### src/rtl/wide_add_pkg.sv
// -----------------------------------------------------------------------------
// wide_add_pkg
// Shared definitions for the wide_add_sequencer block:
//   - state_t   : FSM state encoding (IDLE / RUN / DONE)
//   - nchunk    : number of chunk-adder passes for a WIDTH/CHUNK pair
//   - idx_width : width of the chunk index counter (at least 1 bit)
// -----------------------------------------------------------------------------
`timescale 1ns/1ps

package wide_add_pkg;

  typedef enum logic [1:0] {
    IDLE = 2'd0,
    RUN  = 2'd1,
    DONE = 2'd2
  } state_t;

  function automatic int nchunk(input int width, input int chunk);
    return width / chunk;
  endfunction

  // A single-chunk configuration still needs a 1-bit index register.
  function automatic int idx_width(input int width, input int chunk);
    int n;
    n = nchunk(width, chunk);
    return (n > 1) ? $clog2(n) : 1;
  endfunction

endpackage

### src/rtl/wide_add_sequencer_cra_chunk.sv
// -----------------------------------------------------------------------------
// cra_chunk
// Combinational CHUNK-bit ripple-carry adder, reused every cycle by
// wide_add_sequencer.
// Ports:
//   i_a, i_b  in  CHUNK  addend slices
//   i_cin     in  1      carry into bit 0
//   o_sum     out CHUNK  slice sum
//   o_cout    out 1      carry out of the top bit
// -----------------------------------------------------------------------------
`timescale 1ns/1ps

module cra_chunk #(
  parameter int CHUNK = 4
) (
  input  logic [CHUNK-1:0] i_a,
  input  logic [CHUNK-1:0] i_b,
  input  logic             i_cin,
  output logic [CHUNK-1:0] o_sum,
  output logic             o_cout
);

  logic [CHUNK:0] w_c;

  // NOTE: every signal written in an always_comb gets a default first, so no
  // path through the block can leave it unassigned and infer a latch.
  always_comb begin
    w_c    = '0;
    o_sum  = '0;
    w_c[0] = i_cin;
    for (int i = 0; i < CHUNK; i++) begin
      o_sum[i]  = i_a[i] ^ i_b[i] ^ w_c[i];
      w_c[i+1]  = (i_a[i] & i_b[i]) | (w_c[i] & (i_a[i] ^ i_b[i]));
    end
  end

  assign o_cout = w_c[CHUNK];

endmodule

### src/rtl/wide_add_sequencer.sv
// -----------------------------------------------------------------------------
// wide_add_sequencer
// Adds two WIDTH-bit operands over NCHUNK = WIDTH/CHUNK cycles using a single
// shared CHUNK-bit ripple-carry adder; the carry is registered between chunks.
// Valid/ready handshakes on both the operand and the result side.
//
// Optional feature macro: WIDE_ADD_SEQ_SUB_EN
//   adds in_sub (subtract a - b, in_cin ignored) and out_ovf (signed overflow).
//
// Ports:
//   clk, rst_n           clock, asynchronous active-low reset
//   in_valid / in_ready  operand handshake (in_ready high only in IDLE)
//   in_a, in_b, in_cin   operands and carry-in, sampled at acceptance
//   in_sub               (macro only) subtract select, sampled at acceptance
//   out_valid/out_ready  result handshake (out_valid high only in DONE)
//   out_sum, out_cout    WIDTH-bit sum and final carry-out
//   out_ovf              (macro only) signed overflow of the full result
//   busy                 high in RUN or DONE
// -----------------------------------------------------------------------------
`timescale 1ns/1ps

module wide_add_sequencer
  import wide_add_pkg::*;
#(
  parameter int WIDTH = 16,
  parameter int CHUNK = 4
) (
  input  logic             clk,
  input  logic             rst_n,
  input  logic             in_valid,
  output logic             in_ready,
  input  logic [WIDTH-1:0] in_a,
  input  logic [WIDTH-1:0] in_b,
  input  logic             in_cin,
`ifdef WIDE_ADD_SEQ_SUB_EN
  input  logic             in_sub,
  output logic             out_ovf,
`endif
  output logic             out_valid,
  input  logic             out_ready,
  output logic [WIDTH-1:0] out_sum,
  output logic             out_cout,
  output logic             busy
);

  localparam int NCHUNK = nchunk(WIDTH, CHUNK);
  localparam int IDX_W  = idx_width(WIDTH, CHUNK);
  localparam logic [IDX_W-1:0] LAST_IDX = IDX_W'(NCHUNK - 1);

  if (CHUNK < 1) begin : g_bad_chunk
    $error("wide_add_sequencer: CHUNK must be >= 1");
  end else if ((WIDTH % CHUNK) != 0) begin : g_bad_width
    $error("wide_add_sequencer: WIDTH must be a multiple of CHUNK");
  end

  state_t           r_state;
  state_t           w_next;
  logic [WIDTH-1:0] r_a;
  logic [WIDTH-1:0] r_b;
  logic [WIDTH-1:0] r_sum;
  logic             r_carry;
  logic             r_cout;
  logic [IDX_W-1:0] r_idx;

  logic [WIDTH-1:0] w_b_eff;
  logic             w_cin_eff;
  logic [CHUNK-1:0] w_chunk_sum;
  logic             w_chunk_cout;
  logic             w_last;

  // Subtraction is folded into the operand capture: a - b == a + ~b + 1.
`ifdef WIDE_ADD_SEQ_SUB_EN
  logic r_ovf;
  assign w_b_eff   = in_sub ? ~in_b : in_b;
  assign w_cin_eff = in_sub ? 1'b1  : in_cin;
  assign out_ovf   = r_ovf;
`else
  assign w_b_eff   = in_b;
  assign w_cin_eff = in_cin;
`endif

  assign w_last = (r_idx == LAST_IDX);

  cra_chunk #(.CHUNK(CHUNK)) u_chunk (
    .i_a    (r_a[int'(r_idx) * CHUNK +: CHUNK]),
    .i_b    (r_b[int'(r_idx) * CHUNK +: CHUNK]),
    .i_cin  (r_carry),
    .o_sum  (w_chunk_sum),
    .o_cout (w_chunk_cout)
  );

  // NOTE: sequential state is updated with non-blocking assignments so every
  // register samples pre-edge values, independent of statement order.
  always_ff @(posedge clk or negedge rst_n) begin
    if (!rst_n) r_state <= IDLE;
    else        r_state <= w_next;
  end

  always_comb begin
    w_next = r_state;
    case (r_state)
      IDLE:    if (in_valid)  w_next = RUN;
      RUN:     if (w_last)    w_next = DONE;
      DONE:    if (out_ready) w_next = IDLE;
      default:                w_next = IDLE;
    endcase
  end

  always_ff @(posedge clk or negedge rst_n) begin
    if (!rst_n) begin
      r_a     <= '0;
      r_b     <= '0;
      r_sum   <= '0;
      r_carry <= 1'b0;
      r_cout  <= 1'b0;
      r_idx   <= '0;
`ifdef WIDE_ADD_SEQ_SUB_EN
      r_ovf   <= 1'b0;
`endif
    end else begin
      case (r_state)
        IDLE: begin
          if (in_valid) begin
            r_a     <= in_a;
            r_b     <= w_b_eff;
            r_carry <= w_cin_eff;
            r_idx   <= '0;
          end
        end
        RUN: begin
          r_sum[int'(r_idx) * CHUNK +: CHUNK] <= w_chunk_sum;
          r_carry <= w_chunk_cout;
          if (w_last) begin
            r_cout <= w_chunk_cout;
            r_idx  <= '0;
`ifdef WIDE_ADD_SEQ_SUB_EN
            // Overflow: both addends share a sign that the result's MSB lacks.
            r_ovf  <= (r_a[WIDTH-1] == r_b[WIDTH-1]) &&
                      (w_chunk_sum[CHUNK-1] != r_a[WIDTH-1]);
`endif
          end else begin
            r_idx <= r_idx + IDX_W'(1);
          end
        end
        default: ;
      endcase
    end
  end

  assign in_ready  = (r_state == IDLE);
  assign out_valid = (r_state == DONE);
  assign busy      = (r_state != IDLE);
  assign out_sum   = r_sum;
  assign out_cout  = r_cout;

endmodule
### config.mk
export PLATFORM = sky130hd
export DESIGN_NAME = wide_add_sequencer
export DESIGN_NICKNAME = d
export VERILOG_FILES = /design/src/rtl/wide_add_pkg.sv /design/src/rtl/wide_add_sequencer_cra_chunk.sv /design/src/rtl/wide_add_sequencer.sv
export SDC_FILE = /design/constraint.sdc
export NUM_CORES = 1
export LEC_CHECK = 0
export ABC_AREA = 0
export BUFFER_PORTS_ARGS = -buffer_cell sky130_fd_sc_hd__buf_2
export CAP_MARGIN = 10
export CORE_MARGIN = 8
export CORE_UTILIZATION = 49
export CTS_CLUSTER_DIAMETER = 80
export DETAILED_ROUTE_END_ITERATION = 10
export PLACE_DENSITY_LB_ADDON = 0.25
export SYNTH_ARGS = -nofsm -noshare
export SYNTH_HDL_FRONTEND = slang
export SYNTH_SLANG_ARGS = --single-unit
### constraint.sdc
create_clock -name clk -period 3 [get_ports clk]
set_input_delay 0.15 -clock clk [delete_from_list [all_inputs] [get_ports clk]]
set_output_delay 0.15 -clock clk [all_outputs]
set_load 0.03 [all_outputs]
==> out/qor_table.md, run 1 <==
| Group | Parameter | Reported |
|:---|:---|:---|
| floorplanning | Starting density of the core | 50.0% |
| drt | Drt via density | 5.06 |
| floorplanning | Area inside the core boundary | 5410 sq um |
| drt | Antenna-violating nets left | 0 |
| sta | Final worst-path cycle share | 96.7% |
| setup path | Worst setup SP type | register |
| global routing | Global-route total usage across every layer | 13.2% |
| drt | DRT Wirelength | 5.18 mm |
| placed design | Placement Cell Area | 3000 sq um |
| sta | Slew at the pin with the worst max-slew slack | 0.903 ns |
| setup path | Critical path class | reg2reg |
| setup path | Crit. End Element | register |
| power and ir drop | Switching power | 1.51 mW |
| drt | Count of vias placed by the detailed router | 1660 |
| run status | Outcome | complete, no violations |
| placed design | Pre-CTS setup slack | 0.0365 ns |
| power and ir drop | Overall power after layout | 3.87 mW |
| synth | Post-synthesis cell type count | 28 |
| clock tree | Total clock sinks | 54 |
| clock tree | Root buffer cell | sky130_fd_sc_hd__clkbuf_8 |
| clock tree | Clk buf depth | 2 |
| power and ir drop | Peak supply drop | 0.632 mV |
| power and ir drop | Power share of the combinational group | 54.2% |
| power and ir drop | Reg power frac | 33.4% |
| flow run | Total of max-cap violations | 0 |
| cells and area | Final non-filler cell area | 3130 sq um |
| synth | Post-Synthesis Cell Area | 2700 sq um |
| synth | Yosys top cell area share | 50.0% |
| clock tree | Cts bufs inserted | 5 |
| setup path | Data required, critical path | 3.23 ns |
| synth | Most common cell in the netlist | sky130_fd_sc_hd__dfrtp_1 |
| cells and area | Growth of design area from synthesis to finish | 15.9% |
| setup path | Buf/Inv on CP | 1 |
| synth | Synth Net Count | 242 |
| synth | Ranking of synthesized cells by area | sky130_fd_sc_hd__dfrtp_1 (50%), sky130_fd_sc_hd__mux2_4 (17%), sky130_fd_sc_hd__nand2_1 (4.7%) |
| global routing | Number of global-route vias before repair | 1801 |
| sta | Max-slew headroom | 39.8% |
| cells and area | Final-layout fill cell count | 468 |
| synth | Count of yosys warnings during synthesis | 0 |
| drt | Initial detailed-routing violation count | 72 |
| setup path | CP Cell Sequence | buf_4 -> mux4_2 -> fa_2 -> fa_2 -> fa_2 -> fa_2 -> nand3_1 -> o21ai_1 |
| synth | Most instantiated cells after synthesis | sky130_fd_sc_hd__dfrtp_1 (54), sky130_fd_sc_hd__nand2_1 (34), sky130_fd_sc_hd__mux2_4 (30) |
| power and ir drop | Static leakage power | 1.50 nW |
| power and ir drop | Power share of the clock group | 12.5% |
| clock tree | Worst-path clk slew | 0.09 ns |
| clock tree | Worst skew pair latency | 0.30 ns |
| min path | Worst min-delay path category | in2reg |
| cells and area | FF+latch area | 1350 sq um |
| floorplanning | Total Die Area | 8150 sq um |
| sta | Tmin final | 2.90 ns |
| synth | Per-instance average area after synthesis | 13.9 sq um |
| floorplanning | Chip height | 90.3 um |
| global routing | Global-route wire length before repair | 8.85 mm |
| cells and area | Antenna Cells | 0 |
| setup path | Cell occurring most often along the worst timing path | sky130_fd_sc_hd__fa_2 |
| drt | Uppermost routed layer | met4 |
| sta | Number of pins with negative max-slew slack in the final report | 0 |
| synth | Synthesized netlist cell count | 195 |
| placed design | Final Wtd Congestion | 0.757 |
| power and ir drop | Cell-internal power | 2.35 mW |
| placed design | Count of port buffers added during placement | 56 |
| sta | Setup clock skew after layout | 0.00955 ns |
| sta | Fmax achieved | 0.345 GHz |
| floorplanning | Placement Rows | 27 |
| clock tree | Clock H-tree levels | 2 |
| floorplanning | Die X-Extent | 90.3 um |
| placed design | Post-DP HPWL | 3.95 mm |
| sta | Final TNS setup | 0 ns |
| floorplanning | Number of top-level pins | 57 |
| power and ir drop | Power density normalized to cell area | 1230 nW/um^2 |
| synth | Fraction of registers with async set or reset after synthesis | 100% |
| cells and area | Fin nets | 302 |
| synth | FF+latch count, synth | 54 |
| cells and area | Fraction of final layout cells sized beyond drive strength 1 | 45.3% |
| power and ir drop | Proportion of total power due to net switching | 39.1% |
| sta | Unrepaired setup endpoints after global routing | no |
| cells and area | Footprint of the multi-input gates | 1230 sq um |
| sta | Number of failing setup endpoints in the final timing report | 0 |
| setup path | CP delay by family, top | adder cells |
| drt | Number of DRC violations after detailed routing | 0 |
| drt | Routed wire per std cell | 15.8 um |
| drt | Routed met1 length | 2.26 mm |
| drt | Routed met2 length | 2.55 mm |
| sta | Setup slack after layout | 0.0991 ns |
| synth | Commonest register cell after synthesis | sky130_fd_sc_hd__dfrtp_1 |
| setup path | Slowest cell on crit path | sky130_fd_sc_hd__fa_2 |
| setup path | Delay contributed by the slowest stage of the critical path | 0.58 ns |
| drt | Met3 routed wirelength | 307 um |
| synth | Post-synth EDFFs | 0 |
| clock tree | Clock tree from TritonCTS | built |
| sta | Tightest hold margin | 0.0432 ns |
| setup path | Critical path data arrival time | 3.13 ns |
| synth | Library cell with the largest summed area after synthesis | sky130_fd_sc_hd__dfrtp_1 |
| setup path | CP max FO | 4 |
| synth | Sequential share of the synthesized area | 50.0% |
| drt | TritonRoute pass-1 iters | 4 |
| global routing | Initial antenna violation count | 0 |
| global routing | Residual overflow from global routing | 0 |
| global routing | Pin count of the biggest net entering global routing | 43 |
| sta | Number of endpoints with negative hold slack in the final report | 0 |
## final timing paths
kind / cells after the start / slack, ns / from / end
setup / recovery: 8 / 0.1 / r_idx[0] / out_sum[7]
hold / removal: 2 / 0.04 / out_ready / r_state[1]
setup reg to reg: 8 / 0.1 / r_idx[0] / out_sum[7]
hold reg to reg: 2 / 0.48 / out_sum[6] / out_sum[6]
max in group asynchronous: 3 / 1.77 / rst_n / r_b[10]
min in group asynchronous: 2 / 0.51 / rst_n / out_sum[10]
## cell usage in the layout (no fill, tap or decap), drive strengths merged, types with 5 or more instances in the layout
master	Yosys	routed
inv	5	5
mux4	8	8
ha	6	6
mux2	33	33
o21ai	19	19
dfrtp	54	54
clkbuf	3	6
nand2	34	34
buf	7	62
## kinds of logic after synthesis
kind of cell / Yosys count / synth area share, %
DFF: 54 / 50.0
and+or+nand+nor: 52 / 9.67
muxes: 41 / 25.0
AOI/OAI and AO/OA: 23 / 4.49
buffers and inverters: 15 / 5.14
adders and majority gates: 10 / 5.74
## layer usage
layer / GRT usage, % / vias to the layer above
met3: 4.32 / 7
met4: 4.72 / 0
met2: 21.0 / 44
li1: - / 799
met1: 16.4 / 810
met5: 0 / -
## sequential cells by signal (all words and copies together) (netlist names)
signal	flops
out_cout	1
out_sum	16
r_a	16
r_b	16
r_carry	1
r_idx	2
r_state	2
## through the flow
stage | cells | util [%]
floorplan | 195 | -
global placement | 318 | 55.5
detailed placement | 318 | 55.5
CTS | 327 | 57.7
global route | 328 | 58.0
finish | 328 | 58.0
## layout make-up
cell class / instances / share of cell area, %
well taps: 72 / 2.88
inverters: 5 / 0.599
repair buffers: 63 / 10.7
flip-flops and latches: 54 / 43.1
clock buffers: 6 / 2.32
multi-input cells: 126 / 39.2
clock inverters: 2 / 1.20
## power groups by stage
stage | Combinational, mW | Clock [mW] | Sequential [mW]
3_3_place_gp | 2.05 | 0 | 1.31
6_report | 2.10 | 0.482 | 1.29
5_1_grt | 2.28 | 0.524 | 1.34
3_5_place_dp | 2.08 | 0 | 1.31
4_1_cts | 2.09 | 0.496 | 1.30
2_1_floorplan | 1.56 | 0 | 1.37
## repair_timing
item                                    4_1_cts  5_1_grt
endpoints found under the setup margin        0        5
hold buffers                                  1        0
hold endpoints to repair                      7        0
resized for setup                             0        2
buffers inserted                              0        1
(Power assumes the default switching activity.)
==> run 2: changes to the inputs <==
- CELL_PAD_IN_SITES_DETAIL_PLACEMENT: not set -> 0
- CELL_PAD_IN_SITES_GLOBAL_PLACEMENT: not set -> 2
- CORE_ASPECT_RATIO: not set -> 1.75
- CORE_UTILIZATION: 49 -> 33
==> run 2 against run 1 <==
Compared with the run above:
- via count shrank 0.18%
- final cell count is 6.4% higher
- non-clock buffer count increased by 3
- sequential power about the same
- worst hold slack improved by 0.0052 ns
- critical endpoint unchanged
==> out/qor_table.md, run 2 (same netlist as run 1, synthesis figures left out) <==
| Group | Parameter | Reported | Delta |
|:---|:---|:---|:---|
| clock tree | Worst skew pair latency | 0.29 ns | was 0.30 ns |
| power and ir drop | Static leakage power | 1.54 nW | was 1.50 nW |
| cells and area | Fraction of final layout cells sized beyond drive strength 1 | 45.6% | was 45.3% |
| cells and area | Most common cell after layout, fill and taps aside | sky130_fd_sc_hd__buf_2 | unchanged |
| clock tree | Total clock sinks | 54 | unchanged |
| clock tree | Clk buf depth | 2 | unchanged |
| floorplanning | Die X-Extent | 84.4 um | was 90.3 um |
| drt | Routed wire per std cell | 17.5 um | was 15.8 um |
| global routing | Global-route wire length before repair | 10.1 mm | was 8.85 mm |
| sta | Setup clock skew after layout | 0.00532 ns | was 0.00955 ns |
| drt | Initial detailed-routing violation count | 59 | was 72 |
| min path | Worst min-delay path category | in2reg | unchanged |
| clock tree | Clock tree from TritonCTS | built | unchanged |
| sta | Number of endpoints with negative hold slack in the final report | 0 | unchanged |
| power and ir drop | Power density normalized to cell area | 1270 nW/um^2 | was 1230 nW/um^2 |
| global routing | Residual overflow from global routing | 0 | unchanged |
| setup path | R2R setup slack | 0.09 ns | was 0.1 ns |
| floorplanning | Total Die Area | 11500 sq um | was 8150 sq um |
| flow run | Total of max-cap violations | 0 | unchanged |
| drt | Drt via density | 4.75 | was 5.06 |
| power and ir drop | Power share of the combinational group | 52.7% | was 54.2% |
| clock tree | Root buffer cell | sky130_fd_sc_hd__clkbuf_16 | was sky130_fd_sc_hd__clkbuf_8 |
| power and ir drop | Cell-internal power | 2.53 mW | was 2.35 mW |
| floorplanning | Chip height | 136 um | was 90.3 um |
| cells and area | Fin nets | 305 | was 302 |
| setup path | Critical path data arrival time | 3.13 ns | about the same |
| floorplanning | Area inside the core boundary | 7960 sq um | was 5410 sq um |
| drt | Number of DRC violations after detailed routing | 0 | unchanged |
| global routing | Initial antenna violation count | 0 | unchanged |
| cells and area | Growth of design area from synthesis to finish | 19.3% | was 15.9% |
| floorplanning | Starting density of the core | 34.0% | was 50.0% |
| power and ir drop | Reg power frac | 31.5% | was 33.4% |
| setup path | Worst R2R Path Depth | 8 | unchanged |
| min path | Hold Path Origin | out_ready | unchanged |
| clock tree | Worst-path clk slew | 0.07 ns | was 0.09 ns |
| setup path | Worst setup SP type | register | unchanged |
| sta | Number of failing setup endpoints in the final timing report | 0 | unchanged |
| sta | Final TNS setup | 0 ns | unchanged |
| power and ir drop | Switching power | 1.58 mW | was 1.51 mW |
| cells and area | Antenna Cells | 0 | unchanged |
| sta | Slew at the pin with the worst max-slew slack | 0.591 ns | was 0.903 ns |
| sta | Unrepaired setup endpoints after global routing | yes | was no |
| run status | Outcome | complete, no violations | unchanged |
| setup path | Worst r2r dst | out_sum[7] | unchanged |
| drt | DRT Wirelength | 6.10 mm | was 5.18 mm |
| sta | Tightest hold margin | 0.0484 ns | was 0.0432 ns |
| setup path | Data required, critical path | 3.21 ns | was 3.23 ns |
| setup path | Crit Reg-Reg Startpoint | r_idx[0] | unchanged |
| setup path | CP max FO | 4 | unchanged |
| min path | Count of cells along the worst hold path | 2 | unchanged |
| global routing | Global-route total usage across every layer | 11.3% | was 13.2% |
| global routing | Number of global-route vias before repair | 1874 | was 1801 |
| global routing | Pin count of the biggest net entering global routing | 33 | was 43 |
| clock tree | Cts bufs inserted | 5 | unchanged |
| power and ir drop | Overall power after layout | 4.11 mW | was 3.87 mW |
| sta | Tmin final | 2.91 ns | was 2.90 ns |
| floorplanning | Number of top-level pins | 57 | unchanged |
| min path | Hold Path End | r_state[1] | unchanged |
| sta | Max-slew headroom | 60.6% | was 39.8% |
| drt | Antenna-violating nets left | 0 | unchanged |
| cells and area | Commonest cells after routing, fill and taps aside | sky130_fd_sc_hd__buf_2 (56), sky130_fd_sc_hd__dfrtp_1 (54), sky130_fd_sc_hd__nand2_1 (34) | unchanged |
| power and ir drop | Proportion of total power due to net switching | 38.4% | was 39.1% |
| sta | Fmax achieved | 0.343 GHz | was 0.345 GHz |
| sta | Number of pins with negative max-slew slack in the final report | 0 | unchanged |
| setup path | Critical path class | reg2reg | unchanged |
| clock tree | Clock H-tree levels | 2 | unchanged |
| placed design | Count of port buffers added during placement | 56 | unchanged |
| placed design | Post-DP HPWL | 4.84 mm | was 3.95 mm |
| power and ir drop | Power share of the clock group | 15.8% | was 12.5% |
| power and ir drop | Peak supply drop | 0.491 mV | was 0.632 mV |
| placed design | Final Wtd Congestion | 0.712 | was 0.757 |
| floorplanning | Placement Rows | 43 | was 27 |
| cells and area | Final Util | 40.5% | was 58.0% |
| drt | TritonRoute pass-1 iters | 2 | was 4 |
| setup path | Crit. End Element | register | unchanged |
| drt | Count of vias placed by the detailed router | 1657 | was 1660 |
| sta | Final worst-path cycle share | 97.1% | was 96.7% |
[run 2: power by group through the flow]
stage,sequential [mW],combinational (mW),clock [mW]
floorplan,1.37,1.56,0
global placement,1.30,2.18,0
detailed placement,1.32,2.18,0
CTS,1.31,2.19,0.669
global route,1.35,2.39,0.704
finish,1.30,2.17,0.649
[run 2: critical path, cell delays in order (launching register included)]
cell                      delay, ns
sky130_fd_sc_hd__dfrtp_1       0.36
sky130_fd_sc_hd__buf_6         0.11
sky130_fd_sc_hd__mux4_2        0.51
sky130_fd_sc_hd__fa_2          0.38
sky130_fd_sc_hd__fa_2          0.34
sky130_fd_sc_hd__fa_2          0.34
sky130_fd_sc_hd__fa_2          0.57
sky130_fd_sc_hd__nand3_1       0.08
sky130_fd_sc_hd__o21ai_1       0.14
[run 2: timing repair]
action,in CTS,in global routing
setup endpoints to repair,0,4
endpoints found under the hold margin,22,0
hold buffers,1,0
buffers inserted,0,2
gates resized for setup,0,3
[run 2: layout make-up]
cell class,instances,area (sq um)
timing repair buffer,66,362
inverter,5,18.8
fill,770,4740
tap,90,113
clock inverter,1,30.0
sequential,54,1350
clock buffer,7,133
multi-input combinational,126,1220
[run 2: worst max-delay path by stage]
stage                  to  cells past startpoint     start
5_1_grt        out_sum[7]                      8  r_idx[0]
3_3_place_gp   out_sum[7]                      8  r_idx[0]
3_5_place_dp   out_sum[7]                      8  r_idx[0]
2_1_floorplan  out_sum[7]                      9  r_idx[0]
4_1_cts        out_sum[7]                      8  r_idx[0]
6_report       out_sum[7]                      8  r_idx[0]
[run 2: metrics by stage]
stage,instance area [sq um],setup WS (ns),std cells
CTS,3210,0.0254,347
floorplan,2710,-0.0315,195
finish,3230,0.0867,349
global route,3230,-0.0428,349
detailed placement,3040,0.0403,338
global placement,3040,0.0502,338
[run 2: metal layers]
metal / vias to the layer above / track usage [%] / wire length, um
li1: 802 / - / -
met1: 797 / 11.9 / 2380
met2: 48 / 20.5 / 3320
met3: 10 / 3.22 / 276
met4: 0 / 4.29 / 118
met5: - / 0 / 0
==> run 3: changes to the inputs <==
- CORE_UTILIZATION: 33 -> 37
- SYNTH_HIERARCHICAL: not set -> 1
- clock period: 3 -> 2.9 ns (I/O delays scaled with it)
==> run 3 against run 2 <==
Compared with the run above:
- fmax grew 0.60%
- final cell count grew 0.57%
- routed wire length shrank 5.9%
- register-to-register slack lost 0.08 ns
- sequential power is essentially flat
- sequential share of layout area shrank 1.2 points
- synthesized area grew 0.19%
- critical path depth grew 3
- clock skew grew 0.0014 ns
- core utilization grew 5.8 points
- combinational power grew 18%
==> out/qor_table.md, run 3 <==
| Group | Parameter | Reported | Delta |
|:---|:---|:---|:---|
| setup path | Delay contributed by the slowest stage of the critical path | 0.53 ns | was 0.57 ns |
| cells and area | Final-layout fill cell count | 698 | was 770 |
| setup path | Worst r2r dst | out_sum[15] | was out_sum[7] |
| placed design | Pre-CTS setup slack | -0.170 ns | was 0.0403 ns |
| synth | Most instantiated cells after synthesis | sky130_fd_sc_hd__dfrtp_1 (54), sky130_fd_sc_hd__mux2_4 (30), sky130_fd_sc_hd__nand2_1 (28) | was sky130_fd_sc_hd__dfrtp_1 (54), sky130_fd_sc_hd__nand2_1 (34), sky130_fd_sc_hd__mux2_4 (30) |
| clock tree | Clk buf depth | 2 | unchanged |
| sta | Number of pins with negative max-slew slack in the final report | 0 | unchanged |
| floorplanning | Total Die Area | 10400 sq um | was 11500 sq um |
| setup path | CP Cell Sequence | mux4_2 -> fa_2 -> inv_2 -> fa_2 -> inv_2 -> fa_2 -> inv_2 -> fa_1 -> inv_2 -> nand2_2 -> o41ai_2 | was buf_6 -> mux4_2 -> fa_2 -> fa_2 -> fa_2 -> fa_2 -> nand3_1 -> o21ai_1 |
| global routing | Global-route total usage across every layer | 11.7% | was 11.3% |
| setup path | Critical path data arrival time | 3.09 ns | was 3.13 ns |
| sta | Unrepaired setup endpoints after global routing | yes | unchanged |
| run status | Outcome | complete, no violations | unchanged |
| sta | Setup clock skew after layout | 0.00677 ns | was 0.00532 ns |
| synth | Commonest register cell after synthesis | sky130_fd_sc_hd__dfrtp_1 | unchanged |
| clock tree | Clock tree from TritonCTS | built | unchanged |
| min path | Worst min-delay path category | in2reg | unchanged |
| synth | Synth Net Count | 246 | was 242 |
| power and ir drop | Peak supply drop | 0.701 mV | was 0.491 mV |
| placed design | Post-DP HPWL | 4.38 mm | was 4.84 mm |
| power and ir drop | Cell-internal power | 2.83 mW | was 2.53 mW |
| drt | TritonRoute pass-1 iters | 4 | was 2 |
| clock tree | Clock H-tree levels | 2 | unchanged |
| drt | Number of DRC violations after detailed routing | 0 | unchanged |
| setup path | CP max FO | 4 | unchanged |
| sta | Tightest hold margin | 0.0668 ns | was 0.0484 ns |
| synth | Synthesized netlist cell count | 200 | was 195 |
| setup path | R2R setup slack | 0.004 ns | was 0.09 ns |
| cells and area | Growth of design area from synthesis to finish | 22.7% | was 19.3% |
| setup path | Crit path capture | out_sum[15] | was out_sum[7] |
| cells and area | Post-layout instance count excluding filler cells | 351 | was 349 |
| synth | Library cell with the largest summed area after synthesis | sky130_fd_sc_hd__dfrtp_1 | unchanged |
| cells and area | Final non-filler cell area | 3320 sq um | was 3230 sq um |
| clock tree | Worst skew pair latency | 0.29 ns | about the same |
| synth | Sequential share of the synthesized area | 49.9% | was 50.0% |
| global routing | Pin count of the biggest net entering global routing | 33 | unchanged |
| synth | Post-synth EDFFs | 0 | unchanged |
| synth | Most common cell in the netlist | sky130_fd_sc_hd__dfrtp_1 | unchanged |
| placed design | Final Wtd Congestion | 0.746 | was 0.712 |
| setup path | Crit. End Element | register | unchanged |
| placed design | Placement Cell Area | 3060 sq um | was 3040 sq um |
| sta | Fmax achieved | 0.345 GHz | was 0.343 GHz |
| setup path | Cell occurring most often along the worst timing path | sky130_fd_sc_hd__inv_2 | was sky130_fd_sc_hd__fa_2 |
| power and ir drop | Reg power frac | 28.5% | was 31.5% |
| synth | Per-instance average area after synthesis | 13.5 sq um | was 13.9 sq um |
| global routing | Number of global-route vias before repair | 1984 | was 1874 |
| clock tree | Worst-path clk slew | 0.07 ns | about the same |
| floorplanning | Number of top-level pins | 57 | unchanged |
| setup path | Critical path class | reg2reg | unchanged |
| synth | Fraction of registers with async set or reset after synthesis | 100% | unchanged |
| drt | Initial detailed-routing violation count | 53 | was 59 |
| floorplanning | Starting density of the core | 37.7% | was 34.0% |
| power and ir drop | Power share of the clock group | 16.9% | was 15.8% |
| cells and area | Fin nets | 310 | was 305 |
| global routing | Global-route wire length before repair | 9.55 mm | was 10.1 mm |
| drt | Drt via density | 4.94 | was 4.75 |
| synth | Post-synthesis cell type count | 29 | was 28 |
| sta | Setup slack after layout | 0.00404 ns | was 0.0867 ns |
| power and ir drop | Power density normalized to cell area | 1400 nW/um^2 | was 1270 nW/um^2 |
| power and ir drop | Static leakage power | 1.61 nW | was 1.54 nW |
| cells and area | FF+latch area | 1350 sq um | about the same |
| power and ir drop | Proportion of total power due to net switching | 39.3% | was 38.4% |
| synth | FF+latch count, synth | 54 | unchanged |
| sta | Final worst-path cycle share | 99.9% | was 97.1% |
| floorplanning | Area inside the core boundary | 7180 sq um | was 7960 sq um |
| setup path | Worst R2R Path Depth | 11 | was 8 |
| global routing | Initial antenna violation count | 0 | unchanged |
| synth | Post-Synthesis Cell Area | 2710 sq um | was 2700 sq um |
| cells and area | Footprint of the multi-input gates | 1230 sq um | was 1220 sq um |
| sta | Number of endpoints with negative hold slack in the final report | 0 | unchanged |
| drt | Count of vias placed by the detailed router | 1734 | was 1657 |
| sta | Tmin final | 2.90 ns | was 2.91 ns |
| placed design | Count of port buffers added during placement | 56 | unchanged |
| synth | Yosys top cell area share | 49.9% | was 50.0% |
| synth | Ranking of synthesized cells by area | sky130_fd_sc_hd__dfrtp_1 (50%), sky130_fd_sc_hd__mux2_4 (17%), sky130_fd_sc_hd__mux4_2 (6.7%) | was sky130_fd_sc_hd__dfrtp_1 (50%), sky130_fd_sc_hd__mux2_4 (17%), sky130_fd_sc_hd__nand2_1 (4.7%) |
| setup path | Worst setup SP type | register | unchanged |
| sta | Max-slew headroom | 59.7% | was 60.6% |
| drt | Routed wire per std cell | 16.4 um | was 17.5 um |
| floorplanning | Chip height | 129 um | was 136 um |
| setup path | Crit Reg-Reg Startpoint | r_idx[0] | unchanged |
| cells and area | Antenna Cells | 0 | unchanged |
| placed design | Cell Count Post-Placement | 340 | was 338 |
| drt | DRT Wirelength | 5.74 mm | was 6.10 mm |
| sta | Number of failing setup endpoints in the final timing report | 0 | unchanged |
| drt | Antenna-violating nets left | 0 | unchanged |
| cells and area | Fraction of final layout cells sized beyond drive strength 1 | 50.2% | was 45.6% |
| sta | Slew at the pin with the worst max-slew slack | 0.604 ns | was 0.591 ns |
| cells and area | Commonest cells after routing, fill and taps aside | sky130_fd_sc_hd__buf_2 (56), sky130_fd_sc_hd__dfrtp_1 (53), sky130_fd_sc_hd__mux2_4 (30) | was sky130_fd_sc_hd__buf_2 (56), sky130_fd_sc_hd__dfrtp_1 (54), sky130_fd_sc_hd__nand2_1 (34) |
| setup path | Slowest cell on crit path | sky130_fd_sc_hd__mux4_2 | was sky130_fd_sc_hd__fa_2 |
| sta | Final TNS setup | 0 ns | unchanged |
| setup path | Crit path launch | r_idx[0] | unchanged |
| clock tree | Root buffer cell | sky130_fd_sc_hd__clkbuf_16 | unchanged |
| clock tree | Total clock sinks | 54 | unchanged |
| power and ir drop | Power share of the combinational group | 54.6% | was 52.7% |
| flow run | Total of max-cap violations | 0 | unchanged |
| power and ir drop | Switching power | 1.83 mW | was 1.58 mW |
| global routing | Residual overflow from global routing | 0 | unchanged |
| floorplanning | Die X-Extent | 80.7 um | was 84.4 um |
| floorplanning | Placement Rows | 41 | was 43 |
| clock tree | Cts bufs inserted | 5 | unchanged |
| synth | Count of yosys warnings during synthesis | 6 | was 0 |
| cells and area | Most common cell after layout, fill and taps aside | sky130_fd_sc_hd__buf_2 | unchanged |
| setup path | Data required, critical path | 3.09 ns | was 3.21 ns |
[run 3: metal layers]
metal / part of all wire, % / vias to the layer above / routed length [um] / GRT usage, %
li1: - / 813 / - / -
met1: 39 / 862 / 2240 / 12.8
met2: 53 / 48 / 3030 / 20.5
met3: 6.0 / 11 / 342 / 3.19
met4: 2.2 / 0 / 125 / 4.87
met5: 0 / - / 0 / 0
[run 3: worst min-delay path by stage]
stage / from / end / slack [ns] / cells past startpoint
floorplan: rst_n / out_cout / -0.15 / 0
global placement: rst_n / out_sum[12] / 0.18 / 1
detailed placement: rst_n / out_sum[12] / 0.18 / 1
CTS: out_ready / r_state[1] / 0.06 / 2
global route: in_a[11] / r_a[11] / 0.07 / 2
finish: out_ready / r_state[1] / 0.07 / 2
[run 3: layout make-up]
cell class / instances / area share (%)
Multi-Input combinational cell: 119 / 37.0
Timing Repair Buffer: 68 / 11.3
Clock inverter: 2 / 1.81
Sequential cell: 54 / 40.7
Inverter: 16 / 1.81
Tap cell: 86 / 3.24
Clock buffer: 6 / 4.18
[run 3: per-stage QoR]
stage	utilization [%]	power [mW]
finish	46.3	4.66
global placement	42.7	3.71
floorplan	-	3.11
detailed placement	42.7	3.74
CTS	46.1	4.68
global route	46.3	5.00
[run 3: critical path, delay by kind of cell (launching register included)]
family | cells | cell delay (ns)
buffers and inverters | 4 | 0.27
muxes | 1 | 0.53
DFF | 1 | 0.40
AOI/OAI and AO/OA | 1 | 0.19
adders and majority gates | 4 | 1.35
and+or+nand+nor | 1 | 0.07
[run 3: logic make-up (layout without fill, tap and decap cells)]
group,after synthesis,after routing,synth area share (%)
buffers and inverters,27,92,6.19
DFF,54,54,49.9
muxes,41,41,24.5
AOI/OAI and AO/OA,23,23,5.31
adders and majority gates,9,9,5.27
and+or+nand+nor,46,46,8.82
[run 3: power groups by stage]
stage	registers (mW)	logic, mW	clock network [mW]
after detailed placement	1.35	2.39	0
after CTS	1.33	2.54	0.806
after global placement	1.34	2.37	0
after floorplan	1.43	1.68	0
after global routing	1.38	2.79	0.832
final	1.33	2.55	0.788
[run 3: timing repair]
| action | CTS | global route |
|---|---|---|
| hold endpoints to repair | 25 | 0 |
| setup endpoints to repair | 4 | 4 |
| buffers inserted | 3 | 0 |
| resized for setup | 8 | 3 |
| hold buffers | 1 | 0 |
| pin swaps | 6 | 2 |
